## src/rtl/vga_timing.sv

```systemverilog
// Raster timing generator: pixel/line counters, syncs, active-video flag and
// line/frame strobes. Counters and frame count are registers; every other
// output is a zero-latency combinational decode of them.
module vga_timing #(
    parameter int unsigned H_VISIBLE = 640,
    parameter int unsigned H_FRONT   = 16,
    parameter int unsigned H_SYNC    = 96,
    parameter int unsigned H_BACK    = 48,
    parameter int unsigned V_VISIBLE = 480,
    parameter int unsigned V_FRONT   = 10,
    parameter int unsigned V_SYNC    = 2,
    parameter int unsigned V_BACK    = 33
) (
    input  logic       clk,
    input  logic       reset,
    input  logic       pixelEnable,
    output logic [9:0] colPos,
    output logic [9:0] rowPos,
    output logic       displayActive,
    output logic       hsync,
    output logic       vsync,
    output logic       lineEnd,
    output logic       frameStart,
    output logic [7:0] frameCount
);

    // Totals must not exceed 1024 so that every count fits in 10 bits.
    localparam int unsigned H_TOTAL = H_VISIBLE + H_FRONT + H_SYNC + H_BACK;
    localparam int unsigned V_TOTAL = V_VISIBLE + V_FRONT + V_SYNC + V_BACK;

    localparam logic [9:0] H_LAST = 10'(H_TOTAL - 1);
    localparam logic [9:0] V_LAST = 10'(V_TOTAL - 1);

    // Decode bounds kept 11 bits wide so a window ending exactly at 1024 still compares correctly.
    localparam logic [10:0] H_VIS_END = 11'(H_VISIBLE);
    localparam logic [10:0] HS_START  = 11'(H_VISIBLE + H_FRONT);
    localparam logic [10:0] HS_END    = 11'(H_VISIBLE + H_FRONT + H_SYNC);
    localparam logic [10:0] V_VIS_END = 11'(V_VISIBLE);
    localparam logic [10:0] VS_START  = 11'(V_VISIBLE + V_FRONT);
    localparam logic [10:0] VS_END    = 11'(V_VISIBLE + V_FRONT + V_SYNC);

    logic [9:0]  col_q, col_d;
    logic [9:0]  row_q, row_d;
    logic [7:0]  frame_q, frame_d;
    logic [10:0] col_ext, row_ext;
    logic        h_active, v_active;
    logic        h_sync_win, v_sync_win;

    // Next-state: column advances on enabled cycles, row on column wrap, frame on row wrap.
    always_comb begin
        col_d   = col_q;
        row_d   = row_q;
        frame_d = frame_q;
        if (pixelEnable) begin
            if (col_q == H_LAST) begin
                col_d = '0;
                if (row_q == V_LAST) begin
                    row_d   = '0;
                    frame_d = frame_q + 8'd1;
                end else begin
                    row_d = row_q + 10'd1;
                end
            end else begin
                col_d = col_q + 10'd1;
            end
        end
    end

    // Counter registers; reset abandons the current frame without counting it.
    always_ff @(posedge clk) begin
        if (reset) begin
            col_q   <= '0;
            row_q   <= '0;
            frame_q <= '0;
        end else begin
            col_q   <= col_d;
            row_q   <= row_d;
            frame_q <= frame_d;
        end
    end

    // Output decodes; reset forces the idle values (active, syncs high, no strobes).
    always_comb begin
        col_ext    = {1'b0, col_q};
        row_ext    = {1'b0, row_q};
        h_active   = col_ext < H_VIS_END;
        v_active   = row_ext < V_VIS_END;
        h_sync_win = (col_ext >= HS_START) && (col_ext < HS_END);
        v_sync_win = (row_ext >= VS_START) && (row_ext < VS_END);

        displayActive = reset | (h_active & v_active);
        hsync         = reset | ~h_sync_win;
        vsync         = reset | ~v_sync_win;
        lineEnd       = ~reset & (col_q == H_LAST);
        frameStart    = ~reset & (col_q == 10'd0) & (row_q == 10'd0);
    end

    assign colPos     = col_q;
    assign rowPos     = row_q;
    assign frameCount = frame_q;

endmodule

```

## config.mk

```make
export PLATFORM = sky130hd
export DESIGN_NAME = vga_timing
export DESIGN_NICKNAME = d
export VERILOG_FILES = /design/src/rtl/vga_timing.sv
export SDC_FILE = /design/constraint.sdc
export NUM_CORES = 1
export LEC_CHECK = 0
export CAP_MARGIN = 25
export CORE_MARGIN = 3
export CORE_UTILIZATION = 49
export CTS_CLUSTER_SIZE = 24
export DETAILED_ROUTE_END_ITERATION = 7
export GPL_TIMING_DRIVEN = 0
export PLACE_DENSITY = 0.79
export SYNTH_ARGS = -nofsm -noshare
export SYNTH_HDL_FRONTEND = slang
export SYNTH_SLANG_ARGS = --single-unit
```

## constraint.sdc

```tcl
create_clock -name clk -period 2.6 [get_ports clk]
set_input_delay 0.52 -clock clk [delete_from_list [all_inputs] [get_ports clk]]
set_output_delay 0.52 -clock clk [all_outputs]
set_load 0.01 [all_outputs]
```

; Word level (Yosys, flattened, before mapping)
; Index checks and enable logic that the tools add are counted.
[op_classes]
n_reduce_logical = 6
n_bitwise = 10
eq_ne = 2
magnitude_cmp = 6
n_mux = 2
addsub = 3
[op_table]
columns = cell, n
row1 = 10-bit by 1-bit adder with 10-bit output (second input constant), 2
row2 = 10-bit equality test (second input constant), 2
row3 = 10-bit logical NOT, 2
row4 = 10-bit less-than comparator (second input constant), 2
row5 = 10-bit by 9-bit less-than comparator with 1-bit output (second input constant), 2
row6 = 10-bit two-way mux, 2
row7 = 10-bit greater-or-equal comparator (second input constant), 1
row8 = 10-bit by 9-bit greater-or-equal comparator with 1-bit output (second input constant), 1
row9 = 8-bit by 1-bit adder with 8-bit output (second input constant), 1
row10 = 1-bit bitwise AND, 4
row11 = 1-bit inverter, 3
row12 = 1-bit bitwise OR, 3
row13 = 3-bit AND reduction, 1
row14 = 1-bit logical AND, 2
row15 = 2-bit AND reduction, 1
[word_totals]
elab_cells = 32
in_bits = 3
output_inout_bits = 33
reg_bits = 28

; Logic depth before layout (Yosys ltp)
[depth]
word_depth = 4
mapped_depth = 8
ltp_nobuf = 6

; Least setup slack after synthesis
; No wires, ideal clock.
[synth_path]
path_type = register to register
startpoint = register col_q[5] (netlist: colPos[5])
endpoint = register row_q[6] (netlist: rowPos[6])
setup_time_ns = 0.071
slack_ns = 0.408
required_time_ns = 2.529
stages_incl_launch_ff = 7
period_less_slack_ns = 2.192
path_buffers = 2
arrival_ns = 2.121
cell_sequence = dfxtp_1 > buf_6 > or3_1 > buf_2 > or4_4 > or4b_1 > a21oi_1
[synth_via]
elab_chain_cells = 2
[synth_lines]
columns = item, line_no
row1 = from (decl), 42  ; logic [9:0] col_q, col_d;
row2 = from (signal assigned), 76  ; col_q <= col_d;
row3 = 10-bit equality test, 55  ; if (col_q == H_LAST) begin
row4 = 2-bit AND reduction (no source line), -
row5 = to (signal assigned), 77  ; row_q <= row_d;
row6 = to (decl), 43  ; logic [9:0] row_q, row_d;
; Every way passes these cells.
; A chain may end at the register's enable or synchronous reset.

; Final worst setup path
[layout_path]
startpoint = register row_q[2] (netlist: rowPos[2])
endpoint = output port vsync
[layout_via]
elab_chain_cells = 4
word_cells_on_any_way = 5
cone_classes = 2 x order compare / 2 x bitwise / 1 x reduce/logical
[layout_lines]
columns = item, line_no
row1 = 10-bit by 9-bit greater-or-equal comparator with 1-bit output or 10-bit by 9-bit less-than comparator with 1-bit output (tied branches), 89  ; v_sync_win = (row_ext >= VS_START) && (row_ext < VS_END);
row2 = 1-bit logical AND (*), 89
row3 = 1-bit inverter (*), 93  ; vsync = reset | ~v_sync_win;
row4 = 1-bit bitwise OR (*), 93
row5 = to (decl), 21  ; output logic vsync,
; Mark *: on every way between the ends. The rest lies on a longest branch, timed or not.

==> reports/qor.yml <==
synthesis:
  synth.top_cell.area_share_pct: 37.77
  synth_nets: 184
  post_synth_cell_types: 32
  post_synth.cell_area_avg_um2: 8.431
  synth-seq-area-share_pct: 37.77
  postSynthRegisterBits: 28
  mappedNetlistArea_mm2: 0.001484
  synth_async_sr_flop_share_pct: 0
  synth_top_cell_by_area: "sky130_fd_sc_hd__dfxtp_1"
  synth_enable_flop_cells: 0
  ys.warnings.count: 0
  top_cells_by_area_in_the_synthesized_netlist: "sky130_fd_sc_hd__dfxtp_1 (38%), sky130_fd_sc_hd__or4_1 (5.6%), sky130_fd_sc_hd__a21oi_1 (5.1%)"
  postSynthCellCount: 176
  synth_flop_cell: "sky130_fd_sc_hd__dfxtp_1"
floorplan:
  floorplan.initialDensity_pct: 52.45
  die_area_mm2: 0.003725
  vertical_die_dimension_um: 61.03
  core-area_mm2: 0.002829
  floorplan.die.width_um: 61.03
  io_pins: 36
  row_count: 19
critical_path:
  timing.critical_path.buf_inv: 1
  startpoint_type: "flop"
  cp_cell_instances: "or3_1 -> or4_1 -> dlygate4sd2_1"
  critPathCaptureType: "output port"
  cp_slowest_stage_delay_ns: 0.50
  worst_ep_required_time_ns: 2.08
  critPathMaxFanout: 8
  timing.critical_path.slowest_stage_cell: "sky130_fd_sc_hd__or4_1"
  worst-endpoint-arrival_ns: 1.98
  setup.worst_path.class: "flop to output port"
  cpLargestDelayFamily: "simple AND/OR/NAND/NOR gates"
routing:
  wl_per_cell_um: 14.86
  routed_wirelength_um: 3641
  antenna_left: 0
  drc_errors: 0
  wl_met3_um: 155
  wl_met1_um: 1722
  first_iter_violations: 75
  top_layer: "met4"
  routed_via_count_divided_by_cell_count: 6.041
  via_count: 1480
  dr.pass1.iters: 4
  detailroute.wirelength.met2_um: 1734
final_layout:
  multi_input_comb_area_um2: 850.8
  drive_gt1_share_pct: 5.140
  final_nets: 223
  non_filler_instance_count_after_layout: 245
  fillerInstances: 268
  most_common_cell_after_layout_fill_and_taps_aside: "sky130_fd_sc_hd__clkdlybuf4s50_1"
  area.growth.synth_to_final_pct: 27.82
  layout.cells.most_common_list: "sky130_fd_sc_hd__clkdlybuf4s50_1 (31), sky130_fd_sc_hd__dfxtp_1 (28), sky130_fd_sc_hd__a21oi_1 (15), sky130_fd_sc_hd__nor2_1 (15)"
  fin_area_mm2: 0.001897
  regArea_um2: 560.5
  final_core_util_pct: 67.05
  antenna_cells: 0
clock_network:
  tritoncts_clock_tree: "yes"
  clock_tree.buffer_depth: 2
  worst_setup_hold_path_clk_slew_ns: 0.15
  count_of_cells_resized_by_post_cts_repair: 4
  cts_hold_buf: 0
  skew_pair_late_insertion_delay_ns: 0.33
  clock_sink_count: 28
  cts_buffers: 3
  cts_h_tree_lvls: 1
  clock-root-buffer: "sky130_fd_sc_hd__clkbuf_4"
  post_cts.repair.setup_buffers: 0
sta:
  timing.final.setup_violations: 0
  drv_slew: 0
  finClkSkew_ns: 0.007647
  hold_ws_ns: 0.5072
  layout_worst_path_cycle_share_pct: 96.28
  achievable-frequency_ghz: 0.3995
  slew-limit-headroom_pct: 55.62
  timing.final.crit_period_ns: 2.503
  setup_total_negative_slack_ns: 0
  measured_slew_at_the_worst_slew_check_pin_ns: 0.6597
  final_hold_fails: 0
  setup_repair_after_global_routing_missed_its_margin: "false"
placement:
  placed_cells_incl_taps: 242
  placement.io_buffers: 35
  hpwl_um: 2691
  post_dp_cell_area_mm2: 0.001873
  place.gp.congestion: 0.8083
power:
  power.density_mw_per_mm2: 366.3
  cellLeakagePower_nw: 0.6188
  max-vdd-ir-drop_mv: 0.3077
grt:
  first_global_vias: 1356
  antenna_found_initial: 0
  grt_pass1_wl_um: 6058
  largest_net_degree_at_the_start_of_global_routing: 16
  grt_use_total_pct: 21.10
  grt.overflow.total: 0
status:
  run_status: "complete, no violations"
hold_path:
  hold_class: "flop to flop"
run:
  cap_violations: 0
==> state kept, by name (all words and copies together), names as in the netlist <==
register and cells:
colPos 10, frameCount 8, rowPos 10
==> Yosys cell counts, types with 2 or more instances <==
master / n
sky130_fd_sc_hd__ha_1: 5
sky130_fd_sc_hd__nor4_1: 5
sky130_fd_sc_hd__clkbuf_1: 6
sky130_fd_sc_hd__nand2_1: 9
sky130_fd_sc_hd__or3_1: 3
sky130_fd_sc_hd__inv_1: 6
sky130_fd_sc_hd__and4_1: 2
sky130_fd_sc_hd__nand3_1: 11
sky130_fd_sc_hd__dfxtp_1: 28
sky130_fd_sc_hd__xnor2_1: 8
sky130_fd_sc_hd__buf_6: 2
sky130_fd_sc_hd__nor2_1: 15
sky130_fd_sc_hd__or4_1: 11
sky130_fd_sc_hd__nand4_1: 8
sky130_fd_sc_hd__and3_1: 5
sky130_fd_sc_hd__a21oi_1: 15
sky130_fd_sc_hd__nand3b_1: 2
sky130_fd_sc_hd__nor3_1: 6
sky130_fd_sc_hd__o21ai_0: 3
sky130_fd_sc_hd__xor2_1: 5
sky130_fd_sc_hd__o31ai_1: 9
sky130_fd_sc_hd__nand2b_1: 2
==> through the flow <==
| stage | power, mW | setup slack (ns) |
|---|---|---|
| 2_1_floorplan | 0.4684 | 0.4082 |
| 3_3_place_gp | 0.4889 | -0.3160 |
| 3_5_place_dp | 0.4904 | -0.2771 |
| 4_1_cts | 0.6975 | 0.02119 |
| 5_1_grt | 0.7232 | 0.02852 |
| 6_report | 0.6949 | 0.09682 |
==> layer usage <==
layer | global-route usage (%) | up-vias
met1 | 29.12 | 709
met3 | 3.983 | 4
met5 | 0 | -
li1 | - | 730
met4 | 8.359 | 0
met2 | 32.48 | 37
==> power by group <==
| part | internal [mW] | switching [mW] |
|---|---|---|
| clock network | 0.0858 | 0.131 |
| logic | 0.0194 | 0.0220 |
| registers | 0.433 | 0.00446 |
==> cell families after synthesis <==
logic type,count (synthesis),share of synthesized area [%]
AND/OR/NAND/NOR,84,32.46
AO/OA/AOI/OAI,30,12.31
flip-flops,28,37.77
buffers and inverters,15,4.890
XOR/XNOR,13,7.673
adder cells (fa/ha/maj),5,4.216
multiplexers,1,0.6746
==> worst reg2reg max path: cells and delay by family, from the launching register on <==
family	cells	cell delay (ns)
simple gates	2	0.78
buf+inv	4	0.68
compound gates	2	0.44
flops	1	0.35
==> path summary, 6_finish.rpt <==
path | startpoint | end | slack (ns) | depth (start not counted)
max | rowPos[2]$_SDFFE_PP0P_ | vsync | 0.1 | 3
min | frameCount[7]$_SDFFE_PP0P_ | frameCount[7]$_SDFFE_PP0P_ | 0.51 | 2
max reg2reg | colPos[5]$_SDFFE_PP0P_ | frameCount[5]$_SDFFE_PP0P_ | 0.22 | 8
min reg2reg | frameCount[7]$_SDFFE_PP0P_ | frameCount[7]$_SDFFE_PP0P_ | 0.51 | 2
==> cell type report <==
| class | count | share of cell area (%) |
|---|---|---|
| multi-input cells | 133 | 44.85 |
| flip-flops and latches | 28 | 29.55 |
| repair buffers | 35 | 18.01 |
| plain buffers | 8 | 2.441 |
| well taps | 31 | 2.045 |
| clock buffers | 4 | 1.913 |
| inverters | 6 | 1.187 |
(Power assumes the default switching activity.)
